## config.mk

```make
export PLATFORM = sky130hd
export DESIGN_NAME = fifo_ctrl
export DESIGN_NICKNAME = d
export VERILOG_FILES = /design/src/rtl/fifo_ctrl_pkg.sv /design/src/rtl/fifo_ctrl.sv
export SDC_FILE = /design/constraint.sdc
export NUM_CORES = 1
export LEC_CHECK = 0
export ABC_CLOCK_PERIOD_IN_PS = 1840
export BUFFER_PORTS_ARGS = -buffer_cell sky130_fd_sc_hd__buf_2
export CAP_MARGIN = 20
export CORE_MARGIN = 4
export CORE_UTILIZATION = 53
export CTS_CLUSTER_SIZE = 25
export DETAILED_ROUTE_END_ITERATION = 7
export HOLD_SLACK_MARGIN = 0.06
export MAX_ROUTING_LAYER = met4
export PLACE_DENSITY = 0.86
export SLEW_MARGIN = 40
export SYNTH_ARGS = -nofsm -noshare
export SYNTH_HDL_FRONTEND = slang
export SYNTH_SLANG_ARGS = --single-unit
```

## constraint.sdc

```tcl
create_clock -name clk -period 1.84 [get_ports clk]
set_input_delay 0.276 -clock clk [delete_from_list [all_inputs] [get_ports clk]]
set_output_delay 0.276 -clock clk [all_outputs]
set_load 0.01 [all_outputs]
```

## src/rtl/fifo_ctrl_pkg.sv

```systemverilog
// -----------------------------------------------------------------------------
// fifo_ctrl_pkg
//   Definitions shared by the UART FIFO blocks: fifo_ctrl, register_file,
//   uart_tx and uart_rx.
//   - FIFO_OP_* : encodings of the {wr, rd} request pair used by the
//                 controller's per-cycle decode.
//   - FIFO_*_DEF: default address width and almost-full/almost-empty levels.
// -----------------------------------------------------------------------------
package fifo_ctrl_pkg;

    // Request decode, bit 1 = wr, bit 0 = rd
    localparam logic [1:0] FIFO_OP_NOP = 2'b00;
    localparam logic [1:0] FIFO_OP_RD  = 2'b01;
    localparam logic [1:0] FIFO_OP_WR  = 2'b10;
    localparam logic [1:0] FIFO_OP_RW  = 2'b11;

    // Default geometry: 8 entries, almost_full at 6, almost_empty at 1
    localparam int FIFO_W_DEF  = 3;
    localparam int FIFO_AF_DEF = 6;
    localparam int FIFO_AE_DEF = 1;

endpackage

```

## src/rtl/fifo_ctrl.sv

```systemverilog
// -----------------------------------------------------------------------------
// fifo_ctrl
//   Pointer and flag controller for one UART FIFO (TX or RX). Drives an
//   external register_file: wr_en/w_addr on the write side, r_addr on the
//   combinational read side.
//
// Parameters
//   W        address width, depth = 2**W
//   AF_LVL   almost_full  when occupancy >= AF_LVL (1 .. 2**W)
//   AE_LVL   almost_empty when occupancy <= AE_LVL (0 .. 2**W-1)
//
// Ports
//   clk           in   rising-edge clock
//   rst           in   asynchronous active-high reset
//   wr            in   write request
//   rd            in   read request (pops the entry at r_addr)
//   wr_en         out  write strobe to register_file (write accepted)
//   w_addr        out  write pointer
//   r_addr        out  read pointer
//   full          out  no free entries (registered)
//   empty         out  no valid entries (registered)
//   almost_full   out  occupancy >= AF_LVL (registered)
//   almost_empty  out  occupancy <= AE_LVL (registered)
//   ovf           out  one-cycle pulse, write rejected because full
//   udf           out  one-cycle pulse, read rejected because empty
//   count         out  occupancy 0..2**W, only when FIFO_COUNT_EN is defined
//
// Configuration
//   FIFO_COUNT_EN  defined: count port present. Undefined: port omitted, the
//                  occupancy register still feeds almost_full/almost_empty.
// -----------------------------------------------------------------------------
module fifo_ctrl
    import fifo_ctrl_pkg::*;
#(
    parameter int W      = FIFO_W_DEF,
    parameter int AF_LVL = FIFO_AF_DEF,
    parameter int AE_LVL = FIFO_AE_DEF
) (
    input  logic         clk,
    input  logic         rst,
    input  logic         wr,
    input  logic         rd,
    output logic         wr_en,
    output logic [W-1:0] w_addr,
    output logic [W-1:0] r_addr,
    output logic         full,
    output logic         empty,
    output logic         almost_full,
    output logic         almost_empty,
    output logic         ovf,
    output logic         udf
`ifdef FIFO_COUNT_EN
    ,
    output logic [W:0]   count
`endif
);

    localparam logic [W-1:0] PTR_ONE = (W)'(1);
    localparam logic [W:0]   OCC_ONE = (W+1)'(1);
    localparam logic [W:0]   AF_THR  = (W+1)'(AF_LVL);
    localparam logic [W:0]   AE_THR  = (W+1)'(AE_LVL);

    logic [W-1:0] r_wptr, r_rptr;
    logic [W:0]   r_occ;
    logic         r_full, r_empty, r_af, r_ae, r_ovf, r_udf;

    logic [1:0]   w_op;
    logic [W-1:0] w_wptr_inc, w_rptr_inc;
    logic [W-1:0] w_wptr_nxt, w_rptr_nxt;
    logic [W:0]   w_occ_nxt;
    logic         w_full_nxt, w_empty_nxt, w_ovf_nxt, w_udf_nxt;

    assign w_op       = {wr, rd};
    assign w_wptr_inc = r_wptr + PTR_ONE;
    assign w_rptr_inc = r_rptr + PTR_ONE;

    // A simultaneous read while full frees the slot the write lands in, and
    // the read side is combinational, so the write is stored in that case too.
    assign wr_en = wr & (~r_full | rd);

    always_comb begin
        w_wptr_nxt  = r_wptr;
        w_rptr_nxt  = r_rptr;
        w_occ_nxt   = r_occ;
        w_full_nxt  = r_full;
        w_empty_nxt = r_empty;
        w_ovf_nxt   = 1'b0;
        w_udf_nxt   = 1'b0;
        case (w_op)
            FIFO_OP_WR: begin
                if (!r_full) begin
                    w_wptr_nxt  = w_wptr_inc;
                    w_occ_nxt   = r_occ + OCC_ONE;
                    w_empty_nxt = 1'b0;
                    w_full_nxt  = (w_wptr_inc == r_rptr);
                end else begin
                    w_ovf_nxt   = 1'b1;
                end
            end
            FIFO_OP_RD: begin
                if (!r_empty) begin
                    w_rptr_nxt  = w_rptr_inc;
                    w_occ_nxt   = r_occ - OCC_ONE;
                    w_full_nxt  = 1'b0;
                    w_empty_nxt = (w_rptr_inc == r_wptr);
                end else begin
                    w_udf_nxt   = 1'b1;
                end
            end
            FIFO_OP_RW: begin
                if (r_empty) begin
                    // Nothing to read yet: no read-through, the write alone lands
                    w_wptr_nxt  = w_wptr_inc;
                    w_occ_nxt   = r_occ + OCC_ONE;
                    w_empty_nxt = 1'b0;
                    w_full_nxt  = (w_wptr_inc == r_rptr);
                    w_udf_nxt   = 1'b1;
                end else begin
                    // Normal or full: both advance, occupancy and flags hold
                    w_wptr_nxt  = w_wptr_inc;
                    w_rptr_nxt  = w_rptr_inc;
                end
            end
            default: begin
            end
        endcase
    end

    always_ff @(posedge clk or posedge rst) begin
        if (rst) begin
            r_wptr  <= '0;
            r_rptr  <= '0;
            r_occ   <= '0;
            r_full  <= 1'b0;
            r_empty <= 1'b1;
            r_af    <= 1'b0;
            r_ae    <= 1'b1;
            r_ovf   <= 1'b0;
            r_udf   <= 1'b0;
        end else begin
            r_wptr  <= w_wptr_nxt;
            r_rptr  <= w_rptr_nxt;
            r_occ   <= w_occ_nxt;
            r_full  <= w_full_nxt;
            r_empty <= w_empty_nxt;
            // Level flags come from next-state occupancy so they move with full/empty
            r_af    <= (w_occ_nxt >= AF_THR);
            r_ae    <= (w_occ_nxt <= AE_THR);
            r_ovf   <= w_ovf_nxt;
            r_udf   <= w_udf_nxt;
        end
    end

    assign w_addr       = r_wptr;
    assign r_addr       = r_rptr;
    assign full         = r_full;
    assign empty        = r_empty;
    assign almost_full  = r_af;
    assign almost_empty = r_ae;
    assign ovf          = r_ovf;
    assign udf          = r_udf;
`ifdef FIFO_COUNT_EN
    assign count        = r_occ;
`endif

endmodule

```

Yosys cells after proc, flatten, opt, wreduce, memory -nomap -nowiden

Cells that the tools add are included.

Memory bits (read-only): 0
RAM bits: 0
Logic and storage cells: 51
Memories: 0
Output and inout port bits: 13
Input port bits: 4
Bits in registers: 16
Latch bits: 0

Multiplexer cells: 17
Divide/modulo/power cells: 0
Shift operators: 0
Add/sub/neg operators: 4
Multipliers: 0
Reduce and logical (&&, ||, !) cells: 7
$lt $le $gt $ge: 2
Eq/ne operators: 8
Bitwise operators: 4

Operator list:

| cell                                                                              | count |
|---|---|
| 4-bit two-way mux                                                                 | 3 |
| 4-bit one-hot mux with 3 select lines                                             | 1 |
| 1-bit two-way mux                                                                 | 9 |
| 3-bit by 1-bit adder with 3-bit output (second input constant)                    | 2 |
| 3-bit == test                                                                     | 2 |
| 2-bit inequality test (second input constant)                                     | 3 |
| 1-bit one-hot mux with 3 select lines                                             | 2 |
| 3-bit one-hot mux with 2 select lines                                             | 1 |
| 2-bit AND reduction                                                               | 3 |
| 4-bit by 1-bit adder with 4-bit output (second input constant)                    | 1 |
| 2-bit == test (second input constant)                                             | 2 |
| 4-bit by 3-bit >= comparator with 1-bit output (second input constant)            | 1 |
| 4-bit by 1-bit less-or-equal comparator with 1-bit output (second input constant) | 1 |
| 4-bit by 1-bit subtractor with 4-bit output (second input constant)               | 1 |
| 3-bit two-way mux                                                                 | 1 |
| 3-bit AND reduction                                                               | 1 |
| 3-bit nonzero test                                                                | 1 |
| 2-bit by 1-bit == test with 1-bit output (second input constant)                  | 1 |
| 1-bit inverter                                                                    | 2 |
| 2-bit nonzero test                                                                | 1 |
| 2-bit OR reduction                                                                | 1 |
| 1-bit AND                                                                         | 1 |
| 1-bit OR                                                                          | 1 |

Logic depth before layout (Yosys ltp)

Depth after elaboration: 4
Gate-level depth with buffers: 6

Least setup slack after synthesis

No wires, ideal clock.

Path kind: reg-to-reg
Start point: reg r_empty (netlist: empty)
End point: reg r_ae (netlist: almost_empty)
Cell stages (with the launch flop): 6
Setup time: 78 ps
Data required time: 1762 ps
Path slack: 453 ps
Arrival time: 1309 ps
Buffers on the path: 0
Cells stage by stage: dfstp_2 and2_4 o211ai_1 a32oi_1 o32ai_2 and3_1

Longest elaborated chain between the ends: 3

RTL lines:

| item                                                        | line                               | text |
|---|---|---|
| start, declared                                             | fifo_ctrl.sv:65                    | `logic r_full, r_empty, r_af, r_ae, r_ovf, r_udf;` |
| start signal, assigned                                      | fifo_ctrl.sv:145                   | `r_empty <= w_empty_nxt;` |
| 4-bit two-way mux (on tied branches)                        | fifo_ctrl.sv:111, fifo_ctrl.sv:101 |  |
| 4-bit one-hot mux with 3 select lines *                     | fifo_ctrl.sv:89                    | `case (w_op)` |
| 4-bit by 1-bit less-or-equal comparator with 1-bit output * | fifo_ctrl.sv:148                   | `r_ae <= (w_occ_nxt <= AE_THR);` |
| end signal, assigned                                        | fifo_ctrl.sv:148                   |  |
| end, declared                                               | fifo_ctrl.sv:65                    |  |

Mark *: on every way between the ends. The rest lies on a longest branch, timed or not.
A chain may end at the register's enable or synchronous reset.

Final worst setup path

Ends and elaborated chain as after synthesis.

==> impl_metrics.ini <==
[logic_synthesis]
syn-mean-instance-area_um2 = 10.3
synth-seq-area-share = 0.429
synth-seq-cells = 16
synthesis.area_um2 = 938
ys_warn_count = 0
yosysUniqueCellTypes = 34
syn-instance-count = 91
syn_nets = 99

[global_routing]
use_met2 = 0.252
grt_pass1_vias = 689
met3_usage = 0.0572
busiest_layer = met2
gr-usage-met1 = 0.204
antenna_found_initial = 0
overflow = 0
grt_util_all_layers = 0.165
grt_pass1_wl_um = 3080
grt_start_max_net_pins = 20

[layout]
fin_util = 0.670
multiInputGateArea_um2 = 479
seqCellArea_um2 = 403
nNetsFinal = 118
layout_common_cells = buf_2, dfrtp_1, inv_1, xnor2_1
final_common_cell = buf_2
area_growth_pct = 13.9
n_fill_cell = 120
n_antenna_cell = 0
drive_gt1_frac = 0.266

[cts]
htree_levels = 1
numCtsBuffers = 3
insertion_delay_ns = 0.29
clk_path_buf_depth = 2
postCtsHoldBufs = 1
cts_setup_buffers = 0
cts_tree = built
cts_resized = 0
clock_sinks = 16
clk_pin_slew_ns = 0.09
root_buffer = clkbuf_4

[timing]
hold_viol = 0
setup_tns_ns = 0
setup_violations = 0
slew_viol_final = 0
tightest_slew_ns = 0.573
fin_crit_ns = 1.54
slew_headroom = 0.618
rsz0062_at_grt = false
post-route-period-util = 0.838
max_freq_mhz = 648
finClkSkew_ns = 0.00305

[route]
vias = 719
drt_wl_total_um = 1750
dr.pass1.iters = 4
drc = 0
ant_nets = 0
drtIter0Drc = 11
via_per_inst = 5.41
wl_per_cell_um = 13.2

[power_and_ir_drop]
max-vdd-ir-drop_mv = 1.25
leakage_uw = 0.000501
pwr_density_cell_nw_per_um2 = 1740

[floorplanning]
core-area_um2 = 1590
die_h_um = 50.1
dieArea_um2 = 2510
io_pins = 17
die_x_um = 50.1
initial_core_util = 0.589
placementRows = 14

[job]
drv_cap = 0

[setup_path]
critPathMaxFanout = 6
cp.required_ns = 2.07
crit_chain = and2_4 -> o211ai_1 -> a32oi_1 -> o32ai_2 -> and3_1
path_buf_inv = 0
worstPathArrival_ns = 1.77
cpLargestDelayFamily = flip-flops
crit_type = reg -> reg
cp-start-kind = flip-flop
cpPeakStageDelay_ns = 0.61
endpoint_kind = flip-flop
cp_slowest_cell = dfstp_2

[placement]
portBuffers = 16
dp_hpwl_um = 1320
gp_congestion = 0.909

[status]
outcome = finished clean

[min_path]
hp-class = in -> reg
==> routing by layer <==
layer	vias to the layer above	routed length (µm)
li1	358	-
met1	337	822
met2	21	790
met3	3	114
met4	0	22
met5	-	0
==> kinds of logic after synthesis <==
family,count (synthesis),share of synthesized area
AO/OA/AOI/OAI,23,0.179
XOR/XNOR,12,0.112
adder cells (fa/ha/maj),4,0.0533
buffers and inverters,11,0.0600
flip-flops,16,0.429
multiplexers,3,0.0347
AND/OR/NAND/NOR,22,0.132
==> path summary, 6_finish.rpt <==
check / from / to / slack (ns) / depth (start not counted)
min reg2reg: r_addr[2] / r_addr[2] / 0.52 / 1
max in group asynchronous: rst / almost_empty / 0.87 / 3
max: empty / almost_empty / 0.30 / 5
max reg2reg: empty / almost_empty / 0.30 / 5
min: rd / r_addr[2] / 0.35 / 3
min in group asynchronous: rst / r_occ[0] / 0.59 / 3
==> synthesized netlist by cell type <==
cell / count / area, µm²
a22o_1: 1 / 8.76
nor3b_1: 1 / 7.51
buf_4: 2 / 15.0
a32oi_1: 1 / 8.76
nand4_1: 1 / 6.26
dfstp_2: 2 / 52.6
o211a_1: 1 / 10.0
xnor2_1: 7 / 61.3
nand3_1: 3 / 15.0
nor4_1: 1 / 6.26
xor2_1: 5 / 43.8
o221ai_1: 2 / 17.5
o211ai_1: 3 / 22.5
a21oi_1: 5 / 25.0
mux2i_1: 1 / 10.0
ha_1: 4 / 50.1
nor2_1: 3 / 11.3
a21boi_0: 1 / 7.51
buf_6: 1 / 11.3
inv_1: 8 / 30.0
nor2b_1: 3 / 18.8
and3_1: 2 / 12.5
mux2_2: 2 / 22.5
and2_4: 1 / 8.76
nand2b_1: 1 / 6.26
o32ai_2: 1 / 16.3
o22ai_1: 1 / 6.26
dfrtp_1: 14 / 350
nor2b_2: 1 / 8.76
o2bb2ai_1: 1 / 8.76
nand2_1: 4 / 15.0
o21ai_0: 5 / 25.0
and3_2: 1 / 7.51
a21boi_2: 1 / 11.3
==> state kept, by name, indices dropped and copies added (netlist names) <==
| register | cells |
|---|---|
| w_addr | 3 |
| r_addr | 3 |
| empty | 1 |
| ovf | 1 |
| almost_full | 1 |
| almost_empty | 1 |
| udf | 1 |
| r_occ | 4 |
| full | 1 |
==> power breakdown <==
part / switching (µW) / internal, µW / leakage, µW
Clock: 109 / 121 / 0.0000210
Combinational: 467 / 464 / 0.000290
Sequential: 187 / 517 / 0.000189
Total: 762 / 1100 / 0.000501
==> through the flow <==
stage          area, µm²  hold WS, ns  power, µW  instances  worst slack (ns)
2_1_floorplan        938        0.188       1390         91             0.453
3_3_place_gp        1020        0.371       1610        128             0.349
3_5_place_dp        1020        0.375       1640        128             0.320
4_1_cts             1070        0.341       1880        133             0.295
5_1_grt             1070        0.351       2030        133             0.108
6_report            1070        0.349       1860        133             0.298
==> tightest hold or removal path, cell delays in order <==
cell and delay (ns):
buf_2 0.17, nand3_1 0.10, xnor2_1 0.06
==> final cells by class <==
cell class | instances | area share
timing repair buffer | 17 | 0.0843
clock buffer | 4 | 0.0340
inverter | 8 | 0.0281
sequential | 16 | 0.377
multi-input combinational | 64 | 0.448
tap | 24 | 0.0281
Note: power is estimated with default switching activity, not from simulation.
